<file path="config.mk">
export PLATFORM = sky130hd
export DESIGN_NAME = matmul_seq_ctrl_flat
export DESIGN_NICKNAME = d
export VERILOG_FILES = /design/src/rtl/matmul_pkg.sv /design/src/rtl/matmul_seq_ctrl_if.sv /design/src/rtl/matmul_idx_cnt.sv /design/src/rtl/matmul_seq_ctrl.sv /design/src/flat_wrapper.sv
export SDC_FILE = /design/constraint.sdc
export NUM_CORES = 1
export LEC_CHECK = 0
export CORE_UTILIZATION = 51
export CTS_CLUSTER_DIAMETER = 30
export CTS_CLUSTER_SIZE = 16
export DETAILED_ROUTE_END_ITERATION = 6
export GPL_TIMING_DRIVEN = 0
export PLACE_DENSITY = 0.81
export SLEW_MARGIN = 40
export SYNTH_ARGS = -nofsm -noshare
export SYNTH_HDL_FRONTEND = slang
export SYNTH_HIERARCHICAL = 1
export SYNTH_SLANG_ARGS = --single-unit
</file>
<file path="constraint.sdc">
create_clock -name clk -period 5.5 [get_ports clk]
set_clock_uncertainty 0.2 [all_clocks]
set_input_delay 1.65 -clock clk [delete_from_list [all_inputs] [get_ports clk]]
set_output_delay 1.65 -clock clk [all_outputs]
set_load 0.01 [all_outputs]
</file>
<file path="src/rtl/matmul_pkg.sv">
// Shared types and helpers for the matrix-multiply datapath blocks.
// Holds the sequencer state encoding, a constant clog2 and the default dimension.
package matmul_pkg;

    localparam int DIM_DEFAULT = 3;

    typedef enum logic [2:0] {
        ST_IDLE,
        ST_LOAD,
        ST_COMPUTE,
        ST_DRAIN,
        ST_WRITE,
        ST_DONE
    } state_t;

    function automatic int clog2(input int v);
        int r;
        r = 0;
        while ((1 << r) < v) r = r + 1;
        return r;
    endfunction

endpackage

</file>
<file path="src/rtl/matmul_seq_ctrl_if.sv">
// Control bundle between the matmul sequencer (slave) and its host/datapath (master).
// Master drives start, operand-valid and result-ready; slave drives all datapath controls.
interface matmul_seq_ctrl_if #(
    parameter int DIM = matmul_pkg::DIM_DEFAULT
);
    localparam int AW = matmul_pkg::clog2(DIM * DIM);

    logic          cf_load;
    logic          in_valid;
    logic          res_ready;
    logic          busy;
    logic          reg_ld;
    logic [AW-1:0] ld_addr;
    logic [AW-1:0] a_sel;
    logic [AW-1:0] b_sel;
    logic          mac_en;
    logic          mac_clr;
    logic          res_wr;
    logic [AW-1:0] res_addr;
    logic          done;

    modport master (
        output cf_load, in_valid, res_ready,
        input  busy, reg_ld, ld_addr, a_sel, b_sel, mac_en, mac_clr, res_wr, res_addr, done
    );

    modport slave (
        input  cf_load, in_valid, res_ready,
        output busy, reg_ld, ld_addr, a_sel, b_sel, mac_en, mac_clr, res_wr, res_addr, done
    );

endinterface

</file>
<file path="src/rtl/matmul_idx_cnt.sv">
// Nested i/j/k element counter: k steps inside an element, (i,j) step row-major between elements.
// Updates one cycle after a step/clear request; both k and (i,j) wrap to zero past their last value.
module matmul_idx_cnt
    import matmul_pkg::*;
#(
    parameter int DIM = DIM_DEFAULT,
    parameter int IW  = clog2(DIM)
) (
    input  logic          clk,
    input  logic          reset,
    input  logic          k_clr,
    input  logic          k_step,
    input  logic          ij_step,
    output logic [IW-1:0] i,
    output logic [IW-1:0] j,
    output logic [IW-1:0] k,
    output logic          k_last,
    output logic          ij_last
);

    localparam logic [IW-1:0] LAST = IW'(DIM - 1);

    assign k_last  = (k == LAST);
    assign ij_last = (i == LAST) && (j == LAST);

    always_ff @(posedge clk) begin
        if (!reset) begin
            i <= '0;
            j <= '0;
            k <= '0;
        end else begin
            if (k_clr || (k_step && k_last)) begin
                k <= '0;
            end else if (k_step) begin
                k <= k + 1'b1;
            end
            // Stepping past the last element returns to (0,0), ready for the next product.
            if (ij_step) begin
                if (j == LAST) begin
                    j <= '0;
                    i <= (i == LAST) ? '0 : i + 1'b1;
                end else begin
                    j <= j + 1'b1;
                end
            end
        end
    end

endmodule

</file>
<file path="src/rtl/matmul_seq_ctrl.sv">
// Sequencer for the DIMxDIM matmul: load DIM*DIM operand pairs, run DIM MACs + MAC_LAT drain per element, store.
// Load stalls while in_valid is low; each result is held on res_wr/res_addr until res_ready accepts it.
module matmul_seq_ctrl
    import matmul_pkg::*;
#(
    parameter int DIM     = DIM_DEFAULT,
    parameter int MAC_LAT = 1
) (
    input  logic           clk,
    input  logic           reset,
    matmul_seq_ctrl_if.slave bus
);

    localparam int AW = clog2(DIM * DIM);
    localparam int IW = clog2(DIM);
    localparam int DW = (MAC_LAT > 1) ? clog2(MAC_LAT) : 1;

    localparam logic [AW-1:0] DIM_A      = AW'(DIM);
    localparam logic [AW-1:0] LD_LAST    = AW'(DIM * DIM - 1);
    localparam logic [DW-1:0] DRAIN_INIT = DW'(MAC_LAT - 1);

    state_t        state, state_nxt;
    logic [AW-1:0] ld_idx, ld_idx_nxt;
    logic [DW-1:0] drain, drain_nxt;

    logic [IW-1:0] i, j, k;
    logic          k_clr, k_step, ij_step, k_last, ij_last;

    matmul_idx_cnt #(.DIM(DIM), .IW(IW)) u_idx (
        .clk     (clk),
        .reset   (reset),
        .k_clr   (k_clr),
        .k_step  (k_step),
        .ij_step (ij_step),
        .i       (i),
        .j       (j),
        .k       (k),
        .k_last  (k_last),
        .ij_last (ij_last)
    );

    always_ff @(posedge clk) begin
        if (!reset) begin
            state  <= ST_IDLE;
            ld_idx <= '0;
            drain  <= '0;
        end else begin
            state  <= state_nxt;
            ld_idx <= ld_idx_nxt;
            drain  <= drain_nxt;
        end
    end

    always_comb begin
        state_nxt    = state;
        ld_idx_nxt   = ld_idx;
        drain_nxt    = drain;
        k_clr        = 1'b0;
        k_step       = 1'b0;
        ij_step      = 1'b0;
        bus.busy     = (state != ST_IDLE);
        bus.reg_ld   = 1'b0;
        bus.ld_addr  = '0;
        bus.a_sel    = '0;
        bus.b_sel    = '0;
        bus.mac_en   = 1'b0;
        bus.mac_clr  = 1'b0;
        bus.res_wr   = 1'b0;
        bus.res_addr = '0;
        bus.done     = 1'b0;

        unique case (state)
            ST_IDLE: begin
                if (bus.cf_load) begin
                    state_nxt  = ST_LOAD;
                    ld_idx_nxt = '0;
                end
            end
            ST_LOAD: begin
                bus.reg_ld  = bus.in_valid;
                bus.ld_addr = ld_idx;
                if (bus.in_valid) begin
                    if (ld_idx == LD_LAST) begin
                        state_nxt  = ST_COMPUTE;
                        ld_idx_nxt = '0;
                        k_clr      = 1'b1;
                    end else begin
                        ld_idx_nxt = ld_idx + 1'b1;
                    end
                end
            end
            ST_COMPUTE: begin
                bus.mac_en  = 1'b1;
                bus.mac_clr = (k == '0);
                bus.a_sel   = AW'(i) * DIM_A + AW'(k);
                bus.b_sel   = AW'(k) * DIM_A + AW'(j);
                k_step      = 1'b1;
                if (k_last) begin
                    state_nxt = ST_DRAIN;
                    drain_nxt = DRAIN_INIT;
                end
            end
            ST_DRAIN: begin
                if (drain == '0) begin
                    state_nxt = ST_WRITE;
                end else begin
                    drain_nxt = drain - 1'b1;
                end
            end
            ST_WRITE: begin
                bus.res_wr   = 1'b1;
                bus.res_addr = AW'(i) * DIM_A + AW'(j);
                if (bus.res_ready) begin
                    ij_step   = 1'b1;
                    k_clr     = 1'b1;
                    state_nxt = ij_last ? ST_DONE : ST_COMPUTE;
                end
            end
            ST_DONE: begin
                bus.done  = 1'b1;
                state_nxt = ST_IDLE;
            end
            default: state_nxt = ST_IDLE;
        endcase
    end

endmodule
</file>
<file path="src/flat_wrapper.sv">
// flat-port wrapper written by rule: the top's interface ports become plain ports
module matmul_seq_ctrl_flat import matmul_pkg::*;
#(
    parameter int DIM     = DIM_DEFAULT,
    parameter int MAC_LAT = 1
)
  (clk, reset, bus_cf_load, bus_in_valid, bus_res_ready, bus_busy, bus_reg_ld, bus_ld_addr, bus_a_sel, bus_b_sel, bus_mac_en, bus_mac_clr, bus_res_wr, bus_res_addr, bus_done);
  matmul_seq_ctrl_if #(.DIM(DIM)) bus_i ();
  input  logic clk;
  input  logic reset;
  input wire logic [$bits(bus_i.cf_load)-1:0] bus_cf_load;
  input wire logic [$bits(bus_i.in_valid)-1:0] bus_in_valid;
  input wire logic [$bits(bus_i.res_ready)-1:0] bus_res_ready;
  output wire logic [$bits(bus_i.busy)-1:0] bus_busy;
  output wire logic [$bits(bus_i.reg_ld)-1:0] bus_reg_ld;
  output wire logic [$bits(bus_i.ld_addr)-1:0] bus_ld_addr;
  output wire logic [$bits(bus_i.a_sel)-1:0] bus_a_sel;
  output wire logic [$bits(bus_i.b_sel)-1:0] bus_b_sel;
  output wire logic [$bits(bus_i.mac_en)-1:0] bus_mac_en;
  output wire logic [$bits(bus_i.mac_clr)-1:0] bus_mac_clr;
  output wire logic [$bits(bus_i.res_wr)-1:0] bus_res_wr;
  output wire logic [$bits(bus_i.res_addr)-1:0] bus_res_addr;
  output wire logic [$bits(bus_i.done)-1:0] bus_done;
  assign bus_i.cf_load = bus_cf_load;
  assign bus_i.in_valid = bus_in_valid;
  assign bus_i.res_ready = bus_res_ready;
  assign bus_busy = bus_i.busy;
  assign bus_reg_ld = bus_i.reg_ld;
  assign bus_ld_addr = bus_i.ld_addr;
  assign bus_a_sel = bus_i.a_sel;
  assign bus_b_sel = bus_i.b_sel;
  assign bus_mac_en = bus_i.mac_en;
  assign bus_mac_clr = bus_i.mac_clr;
  assign bus_res_wr = bus_i.res_wr;
  assign bus_res_addr = bus_i.res_addr;
  assign bus_done = bus_i.done;
  matmul_seq_ctrl #(.DIM(DIM), .MAC_LAT(MAC_LAT)) u_core (.clk(clk), .reset(reset), .bus(bus_i));
endmodule
</file>
==> impl_metrics.yaml <==
grt:
  grt_pass1_wl_um: 4330
  grt_max_degree: 14
  grt_pass1_vias: 1040
  grt_util_all_layers: 0.229
  gr-total-overflow: 0
  antenna_found_initial: 0
floorplanning:
  coreArea_sq_um: 2210
  start_util: 0.538
  pin_count: 27
  rows: 17
  die_x_um: 50.3
  die_h_um: 50.3
  dieArea_sq_um: 2530
sta:
  worst_pin_slew_ns: 0.449
  fin_crit_sh: 0.812
  max_freq_mhz: 224
  slew_violations: 0
  fin_hold_ws_ns: 0.329
  final_hold_viol_count: 0
  finalSetupViolCount: 0
  max_slew_margin: 0.696
  setup_tns_ns: 0
  finalCriticalPeriod_ns: 4.47
  rsz0062_at_grt: "no"
pwr:
  cellPowerDensity_nw_per_um2: 119
  irDropWorstVdd_mv: 0.114
  leakage_nw: 0.606
  p_comb_frac: 0.119
  switchingPower_uw: 45.7
  power_frac_clock: 0.341
  internal_power_uw: 133
  power_uw: 179
  p_sw_frac: 0.255
  seqPwrFrac: 0.540
clocking:
  cts_buffers: 3
  root_buffer: "clkbuf_4"
  clock_latency_ns: 0.28
  h-tree-depth: 1
  clk_pin_slew_ns: 0.09
  post_cts_resized: 0
  tritoncts: "yes"
  post_cts_buffers: 0
  cts_max_path_buffers: 2
  cts_sinks: 13
  ctsHoldBuffers: 0
route:
  vias_per_cell: 5.53
  wl_per_cell_um: 13.0
  wl_um: 2520
  dr.pass1.iters: 4
  antenna_left: 0
  drtIter0Drc: 24
  route.detailed.drc: 0
  vias: 1073
logic_synthesis:
  async_reset_ff_frac: 0
  synth_cells: 137
  yosysMostFrequentCell: "inv_1"
  synth_top_cells_by_area: "dfxtp_1 22%, ha_1 13%, fa_1 6.7%"
  postSynthAreaPerCell_sq_um: 8.69
  synth_fp_nets: 158
  synth_edf_count: 0
  yosysWarningCount: 6
  synth_top_area_frac: 0.219
  ys_seq_area_frac: 0.219
  synth_flop_cell: "dfxtp_1"
  ys_ff_latch: 13
  yosysTopAreaCell: "dfxtp_1"
  synth_common_cells: "14 x inv_1, 13 x dfxtp_1, 12 x ha_1"
  yosysUniqueCellTypes: 49
  syn-cell-area_sq_um: 1190
finish:
  finalNonFillerCells: 194
  drive_gt1_frac: 0.108
  regArea_sq_um: 260
  fillers: 196
  multi_input_area_sq_um: 837
  fin_nets: 188
  syn_to_final_growth_pct: 26.2
  antennaDiodeCount: 0
critical_path:
  critical_path_class: "register to output pin"
  required_ns: 3.65
  critPathArrivalTime_ns: 2.62
  crit_fanout: 8
  startpoint_type: "register"
  setup.worst_path.end_class: "output pin"
run:
  drv_cap: 0
placed_design:
  dp.cells: 190
  globalplace.congestion: 0.813
  hpwl_um: 2010
  port_buffers: 25
status:
  status: "finished, final reports clean"
worst_hold_path:
  hold_path.class: "register to register"
metal layers:
metal	share of wire	vias to the layer above	global-route usage
met1	0.44	509	0.257
met2	0.51	22	0.422
met3	0.033	4	0.0455
met5	0	-	0
li1	-	538	-
met4	0.0079	0	0.0833
layout make-up:
cell class              instances  share of cell area
inverters                      15              0.0375
flip-flops and latches         13               0.173
clock buffers                   4              0.0175
plain buffers                   5              0.0242
multi-input cells             104               0.558
well taps                      28              0.0233
repair buffers                 25               0.167
kinds of logic after synthesis:
family,synth area share
flip-flops,0.219
AO/OA/AOI/OAI,0.146
adder cells (fa/ha/maj),0.193
AND/OR/NAND/NOR,0.324
multiplexers,0.0252
XOR/XNOR,0.0147
buffers and inverters,0.0778
sequential cells by signal (all words and copies together), names as in the netlist:
name,cells
u_core/u_idx/i,2
u_core/u_idx/k,2
u_core/state,3
u_core/ld_idx,4
u_core/u_idx/j,2
power groups by stage:
stage                     registers, mW  clock network (mW)  logic, mW
final                            0.0967              0.0610     0.0213
after global placement           0.0988                   0     0.0204
after detailed placement         0.0989                   0     0.0211
after global routing             0.0969              0.0688     0.0233
after floorplan                  0.0985                   0     0.0126
after CTS                        0.0967              0.0625     0.0212
worst max-delay path, cell delays in order, from the launching register on:
cell and delay, ns:
dfxtp_1 0.49, inv_1 0.08, ha_1 0.32, inv_1 0.09, ha_1 0.29, a21oi_1 0.07, or3_1 0.30, a21boi_1 0.14
clkdlybuf4s50_1 0.55
placed cells by master (no fill, tap or decap), types with 3 or more instances in the layout:
master            n
nand2b_1          4
or3b_1            4
or3_1             3
nand2_1           3
ha_1             12
fa_1              4
nand3_1           3
mux2i_1           3
dfxtp_1          13
inv_1            14
o21ai_0           3
clkbuf_4          3
o31ai_1           3
a21oi_1          11
and2_1            8
clkdlybuf4s50_1  25
nand3b_1          3
and2_2            4
nor2_1            5
worst paths after layout:
check | start | to | slack, ns | cells past startpoint
worst max-delay path | u_core/u_idx/i[0] | bus_a_sel[3] | 1.03 | 8
worst min-delay path | u_core/ld_idx[1] | u_core/ld_idx[1] | 0.33 | 2
worst max register to register | u_core/state[2] | u_core/u_idx/i[1] | 3.55 | 5
worst min register to register | u_core/ld_idx[1] | u_core/ld_idx[1] | 0.33 | 2
stage by stage:
stage	instance area (sq um)	setup WS, ns	utilization
after CTS	1500	1.01	0.679
after floorplan	1190	1.61	-
after global routing	1500	0.857	0.679
final	1500	1.03	0.679
after detailed placement	1480	1.05	0.667
after global placement	1480	1.05	0.667
(Power assumes the default switching activity.)
